<file path="config.mk">
export PLATFORM = sky130hd
export DESIGN_NAME = fab_osc_tick_gen_flat
export DESIGN_NICKNAME = d
export VERILOG_FILES = /design/src/rtl/fab_osc_tick_gen_if.sv /design/src/rtl/fab_osc_tick_gen.sv /design/src/flat_wrapper.sv
export SDC_FILE = /design/constraint.sdc
export NUM_CORES = 1
export LEC_CHECK = 0
export CAP_MARGIN = 5
export CORE_MARGIN = 8
export CORE_UTILIZATION = 50
export CTS_BUF_LIST = sky130_fd_sc_hd__clkbuf_8
export DETAILED_ROUTE_END_ITERATION = 8
export GPL_TIMING_DRIVEN = 0
export PLACE_DENSITY = 0.77
export RECOVER_POWER = 25
export REMOVE_ABC_BUFFERS = 1
export SLEW_MARGIN = 20
export SYNTH_ARGS = -nofsm -noshare
export SYNTH_HDL_FRONTEND = slang
export SYNTH_SLANG_ARGS = --single-unit
</file>
<file path="constraint.sdc">
create_clock -name clk -period 4.6 [get_ports clk]
set_clock_uncertainty 0.1 [all_clocks]
set_input_delay 0.69 -clock clk [delete_from_list [all_inputs] [get_ports clk]]
set_output_delay 0.69 -clock clk [all_outputs]
set_load 0.005 [all_outputs]
</file>
<file path="src/rtl/fab_osc_tick_gen_if.sv">
// fab_osc_tick_gen_if: valid/ready configuration port of the fabric tick generator
interface fab_osc_tick_gen_if #(
    parameter int CH_W  = 2,
    parameter int ACC_W = 24
);
    logic             cfg_valid;
    logic             cfg_ready;
    logic [CH_W-1:0]  cfg_ch;
    logic [ACC_W-1:0] cfg_inc;
    logic             cfg_en;
    logic             cfg_err;
    modport master (output cfg_valid, cfg_ch, cfg_inc, cfg_en, input cfg_ready, cfg_err);
    modport slave  (input cfg_valid, cfg_ch, cfg_inc, cfg_en, output cfg_ready, cfg_err);
endinterface

</file>
<file path="src/rtl/fab_osc_tick_gen.sv">
// fab_osc_tick_gen: start-up gated, runtime-programmable fractional-rate tick enables from one fabric clock
module fab_osc_tick_gen #(
    parameter int NUM_CH         = 4,
    parameter int CH_W           = 2,
    parameter int ACC_W          = 24,
    parameter int STARTUP_CYCLES = 1024
) (
    input  logic              clk,
    input  logic              rst,
    fab_osc_tick_gen_if.slave cfg,
    output logic              clk_ready,
    output logic [NUM_CH-1:0] tick
);
    localparam logic [0:0] ST_STARTUP = 1'b0;
    localparam logic [0:0] ST_RUN     = 1'b1;
    localparam int CNT_W = $clog2(STARTUP_CYCLES) + 1;
    logic [0:0]       state;
    logic [CNT_W-1:0] cnt;
    logic             rdy;
    logic             fire;
    logic             bad;
    logic [NUM_CH-1:0] en;
    logic [ACC_W-1:0] inc [NUM_CH];
    logic [ACC_W-1:0] acc [NUM_CH];
    assign fire          = cfg.cfg_valid && rdy;
    assign bad           = 32'(cfg.cfg_ch) >= NUM_CH;
    assign cfg.cfg_ready = rdy;
    assign clk_ready     = rdy;
    // oscillator start-up sequencer: count out STARTUP_CYCLES edges, then run until reset
    always_ff @(posedge clk) begin
        if (rst) begin
            state <= ST_STARTUP;
            cnt   <= '0;
        end else if (state == ST_STARTUP) begin
            cnt <= cnt + CNT_W'(1);
            if (cnt == CNT_W'(STARTUP_CYCLES - 1)) state <= ST_RUN;
        end
    end
    // ready is a registered copy of the run state so it never depends on cfg_valid
    always_ff @(posedge clk) rdy <= rst ? 1'b0 : (state == ST_RUN);
    // one-cycle error pulse for an accepted request to a channel that does not exist
    always_ff @(posedge clk) cfg.cfg_err <= rst ? 1'b0 : (fire && bad);
    // per-channel phase accumulators; a config write restarts the channel and beats its carry
    always_ff @(posedge clk) begin
        for (int i = 0; i < NUM_CH; i++) begin
            if (rst) begin
                inc[i]  <= '0;
                en[i]   <= 1'b0;
                acc[i]  <= '0;
                tick[i] <= 1'b0;
            end else if (fire && !bad && cfg.cfg_ch == CH_W'(i)) begin
                inc[i]  <= cfg.cfg_inc;
                en[i]   <= cfg.cfg_en;
                acc[i]  <= '0;
                tick[i] <= 1'b0;
            end else if (en[i] && state == ST_RUN) begin
                {tick[i], acc[i]} <= {1'b0, acc[i]} + {1'b0, inc[i]};
            end else begin
                acc[i]  <= '0;
                tick[i] <= 1'b0;
            end
        end
    end
endmodule

</file>
<file path="src/flat_wrapper.sv">
// flat-port wrapper written by rule: the top's interface ports become plain ports
module fab_osc_tick_gen_flat 
#(
    parameter int NUM_CH         = 4,
    parameter int CH_W           = 2,
    parameter int ACC_W          = 24,
    parameter int STARTUP_CYCLES = 1024
)
  (clk, rst, clk_ready, tick, cfg_cfg_valid, cfg_cfg_ch, cfg_cfg_inc, cfg_cfg_en, cfg_cfg_ready, cfg_cfg_err);
  fab_osc_tick_gen_if #(.CH_W(CH_W), .ACC_W(ACC_W)) cfg_i ();
  input  logic clk;
  input  logic rst;
  output logic clk_ready;
  output logic [NUM_CH-1:0] tick;
  input wire logic [$bits(cfg_i.cfg_valid)-1:0] cfg_cfg_valid;
  input wire logic [$bits(cfg_i.cfg_ch)-1:0] cfg_cfg_ch;
  input wire logic [$bits(cfg_i.cfg_inc)-1:0] cfg_cfg_inc;
  input wire logic [$bits(cfg_i.cfg_en)-1:0] cfg_cfg_en;
  output wire logic [$bits(cfg_i.cfg_ready)-1:0] cfg_cfg_ready;
  output wire logic [$bits(cfg_i.cfg_err)-1:0] cfg_cfg_err;
  assign cfg_i.cfg_valid = cfg_cfg_valid;
  assign cfg_i.cfg_ch = cfg_cfg_ch;
  assign cfg_i.cfg_inc = cfg_cfg_inc;
  assign cfg_i.cfg_en = cfg_cfg_en;
  assign cfg_cfg_ready = cfg_i.cfg_ready;
  assign cfg_cfg_err = cfg_i.cfg_err;
  fab_osc_tick_gen #(.NUM_CH(NUM_CH), .CH_W(CH_W), .ACC_W(ACC_W), .STARTUP_CYCLES(STARTUP_CYCLES)) u_core (.clk(clk), .rst(rst), .cfg(cfg_i), .clk_ready(clk_ready), .tick(tick));
endmodule
</file>
==> results.ini, run 1 <==
[floorplanning]
start_util = 0.5065
std_cell_rows = 55
io_pins = 37
die_h_um = 167.2
core_mm2 = 0.02257
dieArea_mm2 = 0.02796
die_width_um = 167.2

[cts]
h-tree-depth = 2
insertion_delay_ns = 0.52
cts_root_buf = clkbuf_8
numCtsBuffers = 37
hold_buffers = 0
clkTransAtPathRegs_ns = 0.06
cts_buffer_depth = 3
clock-sinks = 213
cts_tree = done
postCtsSetupBuffers = 0
cts_resized = 0

[job]
maxCapViolations = 0

[critical_path]
worstPathArrival_ns = 3.51
crit_type = in2reg
r2r_end = u_core.acc[70]$_SDFF_PP0_
endpoint_kind = flip-flop
ff2ff_path_depth = 10
r2r_slack_ns = 1.55
crit-reg2reg-launch = u_core.inc[1][0]$_SDFFCE_PN0P_
critPathRequiredTime_ns = 4.92
start_kind = primary input
cp_max_fo = 25

[global_route]
grt_usage = 0.1783
grt_util_met2 = 0.3057
grt_use_met1 = 0.2139
grt_max_degree = 29
antenna_found_initial = 1
grt_pass1_wl_mm = 40.65
grt.busiest_layer = met2
met3_usage = 0.03503
grt_pass1_vias = 8289
overflow = 0

[cells_and_area]
fillers = 1933
layout_common_cells = 149 x nor2_1, 117 x dfxtp_1, 97 x ha_1
area_growth_pct = 11.77
drive_above_1_share = 0.06091
final_cells = 1501
nets = 1321
final_common_cell = nor2_1
final_util = 0.5661
final_area_mm2 = 0.01278

[timing]
fmax_mhz = 313.5
tns_ns = 0
tightest_slew_ns = 1.137
relSlewSlack = 0.2421
rsz0062_at_grt = false
fin_crit_ns = 3.190
hold_violations = 0
post-route-period-util = 0.6934
hold_ws_ns = 0.3677
setup_viol = 0
slew_viol_final = 0

[min_path]
hold_path.class = reg2reg
min-delay-start = u_core.en[2]$_SDFFE_PP0P_
holdPathStages = 2
min_to = u_core.en[2]$_SDFFE_PP0P_

[yosys]
synthArstFlopShare = 0
synth_ff_type = dfxtp_1
synth-edff-count = 96
ys_types = 62
seq_area_frac_synth = 0.4570
syn-instance-count = 1147
synth-seq-cells = 213
yosysWarnings = 0
postSynthAreaPerCell_um2 = 9.967
syn_area_mm2 = 0.01143

[run_status]
status = finished, final reports clean

[placement]
io_buffers = 35
gp_congestion = 0.8754
hpwl_mm = 17.58
dpl_cell_area_mm2 = 0.01207
dpl.cell_count = 1436

[detailed_routing]
drtAntennaViolNets = 0
drc = 0
drt_first_pass_iters = 5
vias_per_cell = 5.603
vias = 8410
wire_per_inst_um = 16.78
wl_mm = 25.18
initialDrtViolationCount = 585

[power]
ir_worst_vdd_uv = 295.0
p_leak_nw = 5.512
p_int_mw = 3.026
pwr-share-comb = 0.046
pwr-share-clk = 0.439
seqPwrFrac = 0.516
power.switching_mw = 0.8926
powerDensity_mw_per_mm2 = 306.7
switching_share = 0.2278

## flip-flops by register name, indices dropped and copies added, names as in the netlist
| register | flops |
|---|---|
| u_core.state | 1 |
| u_core.cnt | 11 |
| u_core.acc | 96 |
| u_core.tick | 4 |
| u_core.cfg.cfg_ready | 1 |
| u_core.en | 4 |
| u_core.inc | 96 |
## worst max-delay path, cell delays in order
cell and delay (ns):
dlygate4sd3_1 0.86, nor2b_1 0.63, nand3_1 0.87, a211oi_1 0.44
## per-layer routing
metal / wire length [um] / share of wire / vias up
met5: 0 / 0 / -
met1: 11130 / 0.44 / 3964
met3: 1185 / 0.047 / 62
li1: - / - / 4201
met2: 11850 / 0.47 / 183
met4: 1010 / 0.040 / 0
## worst max path at each step
| stage | startpoint | endpoint | slack (ns) | cells after the start |
|---|---|---|---|---|
| finish | rst | u_core.tick[3]$_SDFF_PP0_ | 1.41 | 4 |
| global route | rst | u_core.tick[3]$_SDFF_PP0_ | 1.13 | 4 |
| CTS | rst | u_core.acc[70]$_SDFF_PP0_ | 1.26 | 5 |
| detailed placement | rst | u_core.acc[70]$_SDFF_PP0_ | 0.74 | 5 |
| global placement | rst | u_core.inc[2][19]$_SDFFCE_PN0P_ | -0.30 | 3 |
| floorplan | u_core.inc[1][0]$_SDFFCE_PN0P_ | u_core.acc[70]$_SDFF_PP0_ | 1.77 | 10 |
## cell type report
| cell class | count | area (um2) | area share |
|---|---|---|---|
| Sequential cell | 213 | 5225 | 0.4089 |
| Timing Repair Buffer | 41 | 390.4 | 0.03055 |
| Inverter | 21 | 78.83 | 0.006169 |
| Clock buffer | 39 | 536.8 | 0.04201 |
| Multi-Input combinational cell | 876 | 6002 | 0.4697 |
| Clock inverter | 25 | 185.2 | 0.01449 |
| Tap cell | 285 | 356.6 | 0.02791 |
| Antenna cell | 1 | 2.502 | 0.0001958 |
## power by group through the flow
stage	clock network (mW)	registers, mW	logic (mW)
after global routing	1.85	2.02	0.194
after global placement	0	2.06	0.174
after CTS	1.76	2.02	0.179
after detailed placement	0	2.06	0.178
final	1.72	2.02	0.179
after floorplan	0	2.05	0.0975
## cell usage after synthesis, types with 2 or more instances
| cell type | count | area, um2 |
|---|---|---|
| a2111oi_0 | 3 | 26.28 |
| a211oi_2 | 2 | 25.02 |
| fa_1 | 4 | 80.08 |
| o22ai_1 | 2 | 12.51 |
| a211oi_1 | 19 | 142.6 |
| clkbuf_1 | 34 | 127.6 |
| a21oi_1 | 79 | 395.4 |
| nand3_1 | 25 | 125.1 |
| o21ai_0 | 36 | 180.2 |
| mux2i_1 | 5 | 50.05 |
| nand3b_1 | 2 | 15.01 |
| a211o_1 | 2 | 17.52 |
| buf_4 | 2 | 15.01 |
| o31a_1 | 2 | 17.52 |
| nor4b_1 | 3 | 26.28 |
| nand2b_1 | 12 | 75.07 |
| and3_1 | 11 | 68.82 |
| nor3_1 | 19 | 95.09 |
| or2_2 | 4 | 25.02 |
| nand2_1 | 43 | 161.4 |
| nor3b_1 | 5 | 37.54 |
| a31o_2 | 2 | 17.52 |
| a31oi_1 | 14 | 87.58 |
| a41oi_1 | 2 | 17.52 |
| a311oi_1 | 3 | 26.28 |
| nor2b_1 | 7 | 43.79 |
| nor2_1 | 149 | 559.3 |
| and4_1 | 2 | 17.52 |
| o21a_1 | 15 | 112.6 |
| edfxtp_1 | 96 | 2883 |
| o21bai_1 | 10 | 75.07 |
| o211ai_1 | 5 | 37.54 |
| a21o_1 | 59 | 442.9 |
| and2_1 | 106 | 663.1 |
| nand4_1 | 11 | 68.82 |
| xnor2_1 | 38 | 332.8 |
| dfxtp_1 | 117 | 2342 |
| ha_1 | 97 | 1214 |
| a21boi_0 | 5 | 37.54 |
| o31ai_1 | 6 | 45.04 |
| xor2_1 | 48 | 420.4 |
| inv_1 | 21 | 78.83 |
## metrics by stage
stage / power (mW) / worst slack (ns)
4_1_cts: 3.964 / 1.262
5_1_grt: 4.068 / 1.132
3_5_place_dp: 2.238 / 0.7436
2_1_floorplan: 2.152 / 1.773
3_3_place_gp: 2.233 / -0.3034
6_report: 3.919 / 1.410
## kinds of logic after synthesis
| group | count (synthesis) | synth area share |
|---|---|---|
| buffers and inverters | 58 | 0.01970 |
| AOI/OAI and AO/OA | 279 | 0.1630 |
| other | 1 | 0.0003280 |
| xor gates and xnor gates | 86 | 0.06589 |
| and+or+nand+nor | 403 | 0.1756 |
| adders and majority gates | 101 | 0.1132 |
| muxes | 6 | 0.005363 |
| DFF | 213 | 0.4570 |
(Power assumes the default switching activity.)
==> run 2, diff against run 1 <==
- clock period: 4.6 -> 3 ns (I/O delays scaled with it)
==> run 2 against run 1 <==
Clock-buffer cell count stayed put. Core utilization up 0.19 points. Via count up 0.69%. Register-to-register slack lost 1.4 ns. Combinational power increased by 54%. Routed wire length grew 0.36%. Critical path depth rose by 6. Sequential share of layout area decreased by 0.14 points. Worst setup slack worse by 1.3 ns. Clock power increased by 53%. Die area stayed put. First-iteration DRC count decreased by 6.7%.
==> results.ini, run 2 (synthesis gave the netlist of run 1 again) <==
[run_status]
status = finished, final reports clean  ; unchanged

[floorplanning]
start_util = 0.5065  ; unchanged
std_cell_rows = 55  ; unchanged
core_mm2 = 0.02257  ; unchanged
die_width_um = 167.2  ; unchanged
dieArea_mm2 = 0.02796  ; unchanged
die_h_um = 167.2  ; unchanged
io_pins = 37  ; unchanged

[cts]
cts_buffer_depth = 3  ; unchanged
numCtsBuffers = 37  ; unchanged
clkTransAtPathRegs_ns = 0.05  ; was 0.06 ns
hold_buffers = 0  ; unchanged
cts_root_buf = clkbuf_8  ; unchanged
cts_tree = done  ; unchanged
h-tree-depth = 2  ; unchanged
clock-sinks = 213  ; unchanged
insertion_delay_ns = 0.53  ; was 0.52 ns

[global_route]
antenna_found_initial = 1  ; unchanged
grt_pass1_vias = 8285  ; was 8,289
grt_max_degree = 29  ; unchanged
overflow = 0  ; unchanged
grt_usage = 0.1784  ; was 0.1783
grt_pass1_wl_mm = 40.66  ; was 40.65 mm

[cells_and_area]
fillers = 1934  ; was 1,933
area_growth_pct = 12.14  ; was 11.77%
final_cells = 1502  ; was 1,501
layout_common_cells = 149 x nor2_1, 117 x dfxtp_1, 96 x ha_1, 96 x edfxtp_1, 79 x a21oi_1  ; was 149 x nor2_1, 117 x dfxtp_1, 97 x ha_1
regArea_mm2 = 0.005225  ; unchanged
nets = 1323  ; was 1,321
top_regs = u_core.acc (96), u_core.inc (96), u_core.cnt (11)  ; unchanged
multiInputGateArea_mm2 = 0.006047  ; was 0.006002 mm2
final_common_cell = nor2_1  ; unchanged
final_area_mm2 = 0.01282  ; was 0.01278 mm2
final_util = 0.5680  ; was 0.5661
drive_above_1_share = 0.06902  ; was 0.06091
antennaDiodeCount = 0  ; was 1

[critical_path]
endpoint_kind = flip-flop  ; unchanged
r2r_end = u_core.acc[70]$_SDFF_PP0_  ; unchanged
crit_chain = ha_2 > fa_2 > a21o_1 > a21o_1 > a2111oi_4 > o2111ai_2 > nand2_2 > a211oi_2 > a211oi_2 > mux2_2  ; was dlygate4sd3_1 > nor2b_1 > nand3_1 > a211oi_1
crit_slowest_cell = a2111oi_4  ; was nand3_1
r2r_slack_ns = 0.15  ; was 1.55 ns
critPathRequiredTime_ns = 3.30  ; was 4.92 ns
cp_max_fo = 3  ; was 25
ff2ff_path_depth = 10  ; unchanged
crit-reg2reg-launch = u_core.inc[1][0]$_SDFFCE_PN0P_  ; unchanged
start_kind = flip-flop  ; was primary input
cp_slowest_stage_delay_ns = 0.44  ; was 0.87 ns
crit_type = reg2reg  ; was in2reg
worstPathArrival_ns = 3.15  ; was 3.51 ns

[timing]
hold_ws_ns = 0.3699  ; was 0.3677 ns
fin_crit_ns = 2.852
setup_ws_ns = 0.1480  ; was 1.410 ns
tightest_slew_ns = 1.336  ; was 1.137 ns
post-route-period-util = 0.9507
slew_viol_final = 0  ; unchanged
rsz0062_at_grt = true  ; was false
fmax_mhz = 350.6
tns_ns = 0  ; unchanged
relSlewSlack = 0.1076  ; was 0.2421
hold_violations = 0  ; unchanged
setup_viol = 0  ; unchanged

[detailed_routing]
vias = 8468  ; was 8,410
wl_mm = 25.27  ; was 25.18 mm
drtAntennaViolNets = 0  ; unchanged
drt_first_pass_iters = 5  ; unchanged
initialDrtViolationCount = 546  ; was 585
drc = 0  ; unchanged
wire_per_inst_um = 16.82  ; was 16.78 um
vias_per_cell = 5.638  ; was 5.603

[placement]
hpwl_mm = 17.58  ; unchanged
gp_congestion = 0.8754  ; unchanged
dpl_cell_area_mm2 = 0.01207  ; unchanged
post-place-ws_ns = -0.6165  ; was 0.7436 ns
io_buffers = 35  ; unchanged
dpl.cell_count = 1436  ; unchanged

[min_path]
min_to = u_core.en[2]$_SDFFE_PP0P_  ; unchanged
min-delay-start = u_core.en[2]$_SDFFE_PP0P_  ; unchanged
hold_path.class = reg2reg  ; unchanged
holdPathStages = 2  ; unchanged

[power]
power_mw = 6.011  ; was 3.919 mW
p_leak_nw = 5.489  ; was 5.512 nW
ir_worst_vdd_uv = 452.2  ; was 295.0 uV
powerDensity_mw_per_mm2 = 468.9  ; was 306.7 mW/mm2

[job]
maxCapViolations = 0  ; unchanged

run 2: cell types whose count changed in the layout (fill, tap and decap cells not counted), moves of 2 or more:
cell             change
nand2b_2             +2
clkdlybuf4s50_1      +5
o21ai_0              -4
buf_4                +2
and2_1               -7
o21ai_1              +4
and2_0               +7
nand2b_1             -2
a211oi_1             -3
dlygate4sd3_1        -6
clkbuf_1             +3
a211oi_2             +3
run 2: repair_timing:
item,4_1_cts,5_1_grt
endpoints found under the setup margin,7,18
gates resized for setup,3,14
pin swaps,1,6
setup buffers,0,2
run 2: worst max-delay path: cells and delay by family (launching register included):
kind                       cells  cell delay (ns)
AOI/OAI and AO/OA              6             1.24
adders and majority gates      2             0.54
DFF                            1             0.36
muxes                          1             0.34
and+or+nand+nor                1             0.14
run 2: worst max path at each step:
stage               slack [ns]                               to  cells past startpoint                           start
global placement         -1.66  u_core.inc[2][19]$_SDFFCE_PN0P_                      3                             rst
detailed placement       -0.62        u_core.acc[70]$_SDFF_PP0_                      5                             rst
global route             -0.03        u_core.acc[94]$_SDFF_PP0_                     10  u_core.inc[0][0]$_SDFFCE_PN0P_
CTS                       0.02        u_core.acc[70]$_SDFF_PP0_                     10  u_core.inc[1][0]$_SDFFCE_PN0P_
finish                    0.15        u_core.acc[70]$_SDFF_PP0_                     10  u_core.inc[1][0]$_SDFFCE_PN0P_
floorplan                 0.17        u_core.acc[70]$_SDFF_PP0_                     10  u_core.inc[1][0]$_SDFFCE_PN0P_
run 2: routing by layer:
layer  vias up  global-route usage  share of wire
li1       4209                   -              -
met1      3998              0.2156           0.44
met2       200              0.3057           0.47
met3        61             0.03268          0.050
met4         0             0.08075          0.040
met5         -                   0              0
run 2: layout make-up:
type	instances	area share
flip-flops and latches	213	0.4076
well taps	285	0.02782
clock inverters	25	0.01444
multi-input cells	876	0.4717
inverters	21	0.006149
clock buffers	39	0.04187
repair buffers	43	0.03045
run 2: power by group:
part	internal [mW]	switching [mW]
Clock	1.46	1.18
Combinational	0.101	0.174
Sequential	3.08	0.0211
==> run 3, diff against run 2 <==
==> constraint.sdc (replaced) <==
create_clock -name clk -period 3 [get_ports clk]
set_clock_uncertainty 0.1 [all_clocks]
set_input_delay 0.75 -clock clk [delete_from_list [all_inputs] [get_ports clk]]
set_output_delay 0.75 -clock clk [all_outputs]
set_load 0.005 [all_outputs]
==> run 3 against run 2 <==
Worst setup slack got worse by 0.0013 ns. Design area increased by 0.31%. Non-clock buffer count unchanged. Sequential share of layout area is 0.13 points lower. Total power hardly changed. Die area did not move. Clock-buffer cell count is the same. Sequential power is essentially flat. Register-to-register slack about the same. Critical endpoint unchanged.
==> results.ini, run 3 (synthesis gave the netlist of run 1 again) <==
[run_status]
status = finished, final reports clean  ; unchanged

[cells_and_area]
final_common_cell = nor2_1  ; unchanged
fillers = 1924  ; was 1,934
nets = 1323  ; unchanged
area_growth_pct = 12.49  ; was 12.14%
drive_above_1_share = 0.07313  ; was 0.06902
regArea_mm2 = 0.005225  ; unchanged
top_regs = u_core.acc (96), u_core.inc (96), u_core.cnt (11)  ; unchanged
final_util = 0.5697  ; was 0.5680
final_cells = 1502  ; unchanged
multiInputGateArea_mm2 = 0.006072  ; was 0.006047 mm2
layout_common_cells = 149 x nor2_1, 117 x dfxtp_1, 96 x ha_1, 96 x edfxtp_1, 80 x and2_1  ; was 149 x nor2_1, 117 x dfxtp_1, 96 x ha_1, 96 x edfxtp_1, 79 x a21oi_1
antennaDiodeCount = 0  ; unchanged

[power]
switching_share = 0.2280  ; was 0.2282
pwr-share-clk = 0.439  ; about the same
powerDensity_mw_per_mm2 = 467.4  ; was 468.9 mW/mm2
pwr-share-comb = 0.046  ; about the same
ir_worst_vdd_uv = 452.3  ; was 452.2 uV
p_leak_nw = 5.526  ; was 5.489 nW
p_int_mw = 4.640  ; was 4.639 mW
power.switching_mw = 1.370  ; was 1.372 mW
seqPwrFrac = 0.515  ; about the same

[critical_path]
crit_chain = ha_2 > fa_2 > a21o_1 > a21o_1 > a2111oi_4 > o2111ai_2 > nand2_2 > a211oi_2 > a211oi_2 > mux2_2  ; unchanged
critPathRequiredTime_ns = 3.30  ; about the same
crit_type = reg2reg  ; unchanged
cp_slowest_stage_delay_ns = 0.44  ; about the same
worstPathArrival_ns = 3.15  ; about the same
ff2ff_path_depth = 10  ; unchanged
cp_max_fo = 3  ; unchanged
crit_slowest_cell = a2111oi_4  ; unchanged
r2r_end = u_core.acc[70]$_SDFF_PP0_  ; unchanged
r2r_slack_ns = 0.15  ; about the same
crit-reg2reg-launch = u_core.inc[1][0]$_SDFFCE_PN0P_  ; unchanged
endpoint_kind = flip-flop  ; unchanged
start_kind = flip-flop  ; unchanged

[placement]
gp_congestion = 0.8754  ; unchanged
dpl.cell_count = 1436  ; unchanged
hpwl_mm = 17.58  ; unchanged
io_buffers = 35  ; unchanged

[floorplanning]
io_pins = 37  ; unchanged
die_width_um = 167.2  ; unchanged
die_h_um = 167.2  ; unchanged
std_cell_rows = 55  ; unchanged
dieArea_mm2 = 0.02796  ; unchanged
start_util = 0.5065  ; unchanged
core_mm2 = 0.02257  ; unchanged

[cts]
h-tree-depth = 2  ; unchanged
cts_buffer_depth = 3  ; unchanged
hold_buffers = 0  ; unchanged
cts_tree = done  ; unchanged
insertion_delay_ns = 0.53  ; about the same
numCtsBuffers = 37  ; unchanged
clock-sinks = 213  ; unchanged
cts_root_buf = clkbuf_8  ; unchanged
clkTransAtPathRegs_ns = 0.05  ; about the same

[detailed_routing]
wl_mm = 25.25  ; was 25.27 mm
drc = 0  ; unchanged
vias_per_cell = 5.634  ; was 5.638
initialDrtViolationCount = 569  ; was 546
drtAntennaViolNets = 0  ; unchanged
drt_first_pass_iters = 6  ; was 5
vias = 8462  ; was 8,468
wire_per_inst_um = 16.81  ; was 16.82 um

[min_path]
holdPathStages = 2  ; unchanged
min_to = u_core.en[2]$_SDFFE_PP0P_  ; unchanged
min-delay-start = u_core.en[2]$_SDFFE_PP0P_  ; unchanged
hold_path.class = reg2reg  ; unchanged

[timing]
fmax_mhz = 350.5  ; was 350.6 MHz
setup_viol = 0  ; unchanged
hold_violations = 0  ; unchanged
rsz0062_at_grt = true  ; unchanged
fin_crit_ns = 2.853  ; was 2.852 ns
relSlewSlack = 0.3631  ; was 0.1076
post-route-period-util = 0.9511  ; was 0.9507
slew_viol_final = 0  ; unchanged
tightest_slew_ns = 0.9522  ; was 1.336 ns

[global_route]
met3_usage = 0.03292  ; was 0.03268
grt_pass1_wl_mm = 40.74  ; was 40.66 mm
grt_use_met1 = 0.2155  ; was 0.2156
grt.busiest_layer = met2  ; unchanged
grt_pass1_vias = 8296  ; was 8,285
antenna_found_initial = 1  ; unchanged
grt_usage = 0.1786  ; was 0.1784
grt_max_degree = 29  ; unchanged
grt_util_met2 = 0.3064  ; was 0.3057
overflow = 0  ; unchanged

[job]
maxCapViolations = 0  ; unchanged

-- run 3: what timing repair did --
action | in CTS | in global routing
pin swaps | 1 | 6
buffers inserted | 0 | 2
endpoints found under the setup margin | 75 | 21
gates resized for setup | 5 | 14
-- run 3: cell type report --
type / count / share of cell area
Sequential cell: 213 / 0.4063
Inverter: 21 / 0.006130
Multi-Input combinational cell: 876 / 0.4722
Timing Repair Buffer: 43 / 0.03152
Tap cell: 285 / 0.02773
Clock inverter: 25 / 0.01440
Clock buffer: 39 / 0.04174
-- run 3: how the worst max path moves through the flow --
stage / endpoint / depth (start not counted) / startpoint / slack [ns]
global route: u_core.acc[94]$_SDFF_PP0_ / 10 / u_core.inc[0][0]$_SDFFCE_PN0P_ / -0.01
global placement: u_core.inc[2][19]$_SDFFCE_PN0P_ / 3 / rst / -1.96
CTS: u_core.acc[70]$_SDFF_PP0_ / 10 / u_core.inc[1][0]$_SDFFCE_PN0P_ / 0.02
detailed placement: u_core.acc[70]$_SDFF_PP0_ / 5 / rst / -0.92
finish: u_core.acc[70]$_SDFF_PP0_ / 10 / u_core.inc[1][0]$_SDFFCE_PN0P_ / 0.15
floorplan: u_core.acc[70]$_SDFF_PP0_ / 10 / u_core.inc[1][0]$_SDFFCE_PN0P_ / 0.17
-- run 3: power by group through the flow --
stage	Clock [mW]	Sequential, mW	Combinational, mW
3_3_place_gp	0	3.16	0.266
3_5_place_dp	0	3.16	0.273
4_1_cts	2.71	3.10	0.275
6_report	2.64	3.10	0.276
5_1_grt	2.84	3.10	0.299
2_1_floorplan	0	3.15	0.150
-- run 3: stage by stage --
stage | power, mW | hold WS (ns) | setup slack (ns) | setup TNS [ns] | instance area [um2]
2_1_floorplan | 3.300 | 0.3391 | 0.1733 | 0 | 11290
3_3_place_gp | 3.424 | 0.3535 | -1.963 | -209.48 | 11990
3_5_place_dp | 3.431 | 0.3626 | -0.9165 | -84.00 | 12070
4_1_cts | 6.078 | 0.3813 | 0.01707 | 0 | 12810
5_1_grt | 6.240 | 0.4256 | -0.01292 | -0.01884 | 12860
6_report | 6.010 | 0.3848 | 0.1467 | 0 | 12860
-- run 3: worst max-delay path: cells and delay by family (launching register included) --
family / cells / cell delay, ns
AOI/OAI and AO/OA: 6 / 1.24
adders and majority gates: 2 / 0.54
DFF: 1 / 0.37
muxes: 1 / 0.34
and+or+nand+nor: 1 / 0.14
-- run 3: layer usage --
| metal | part of all wire | vias up |
|---|---|---|
| li1 | - | 4207 |
| met3 | 0.052 | 65 |
| met4 | 0.041 | 0 |
| met1 | 0.43 | 3995 |
| met2 | 0.47 | 195 |
| met5 | 0 | - |
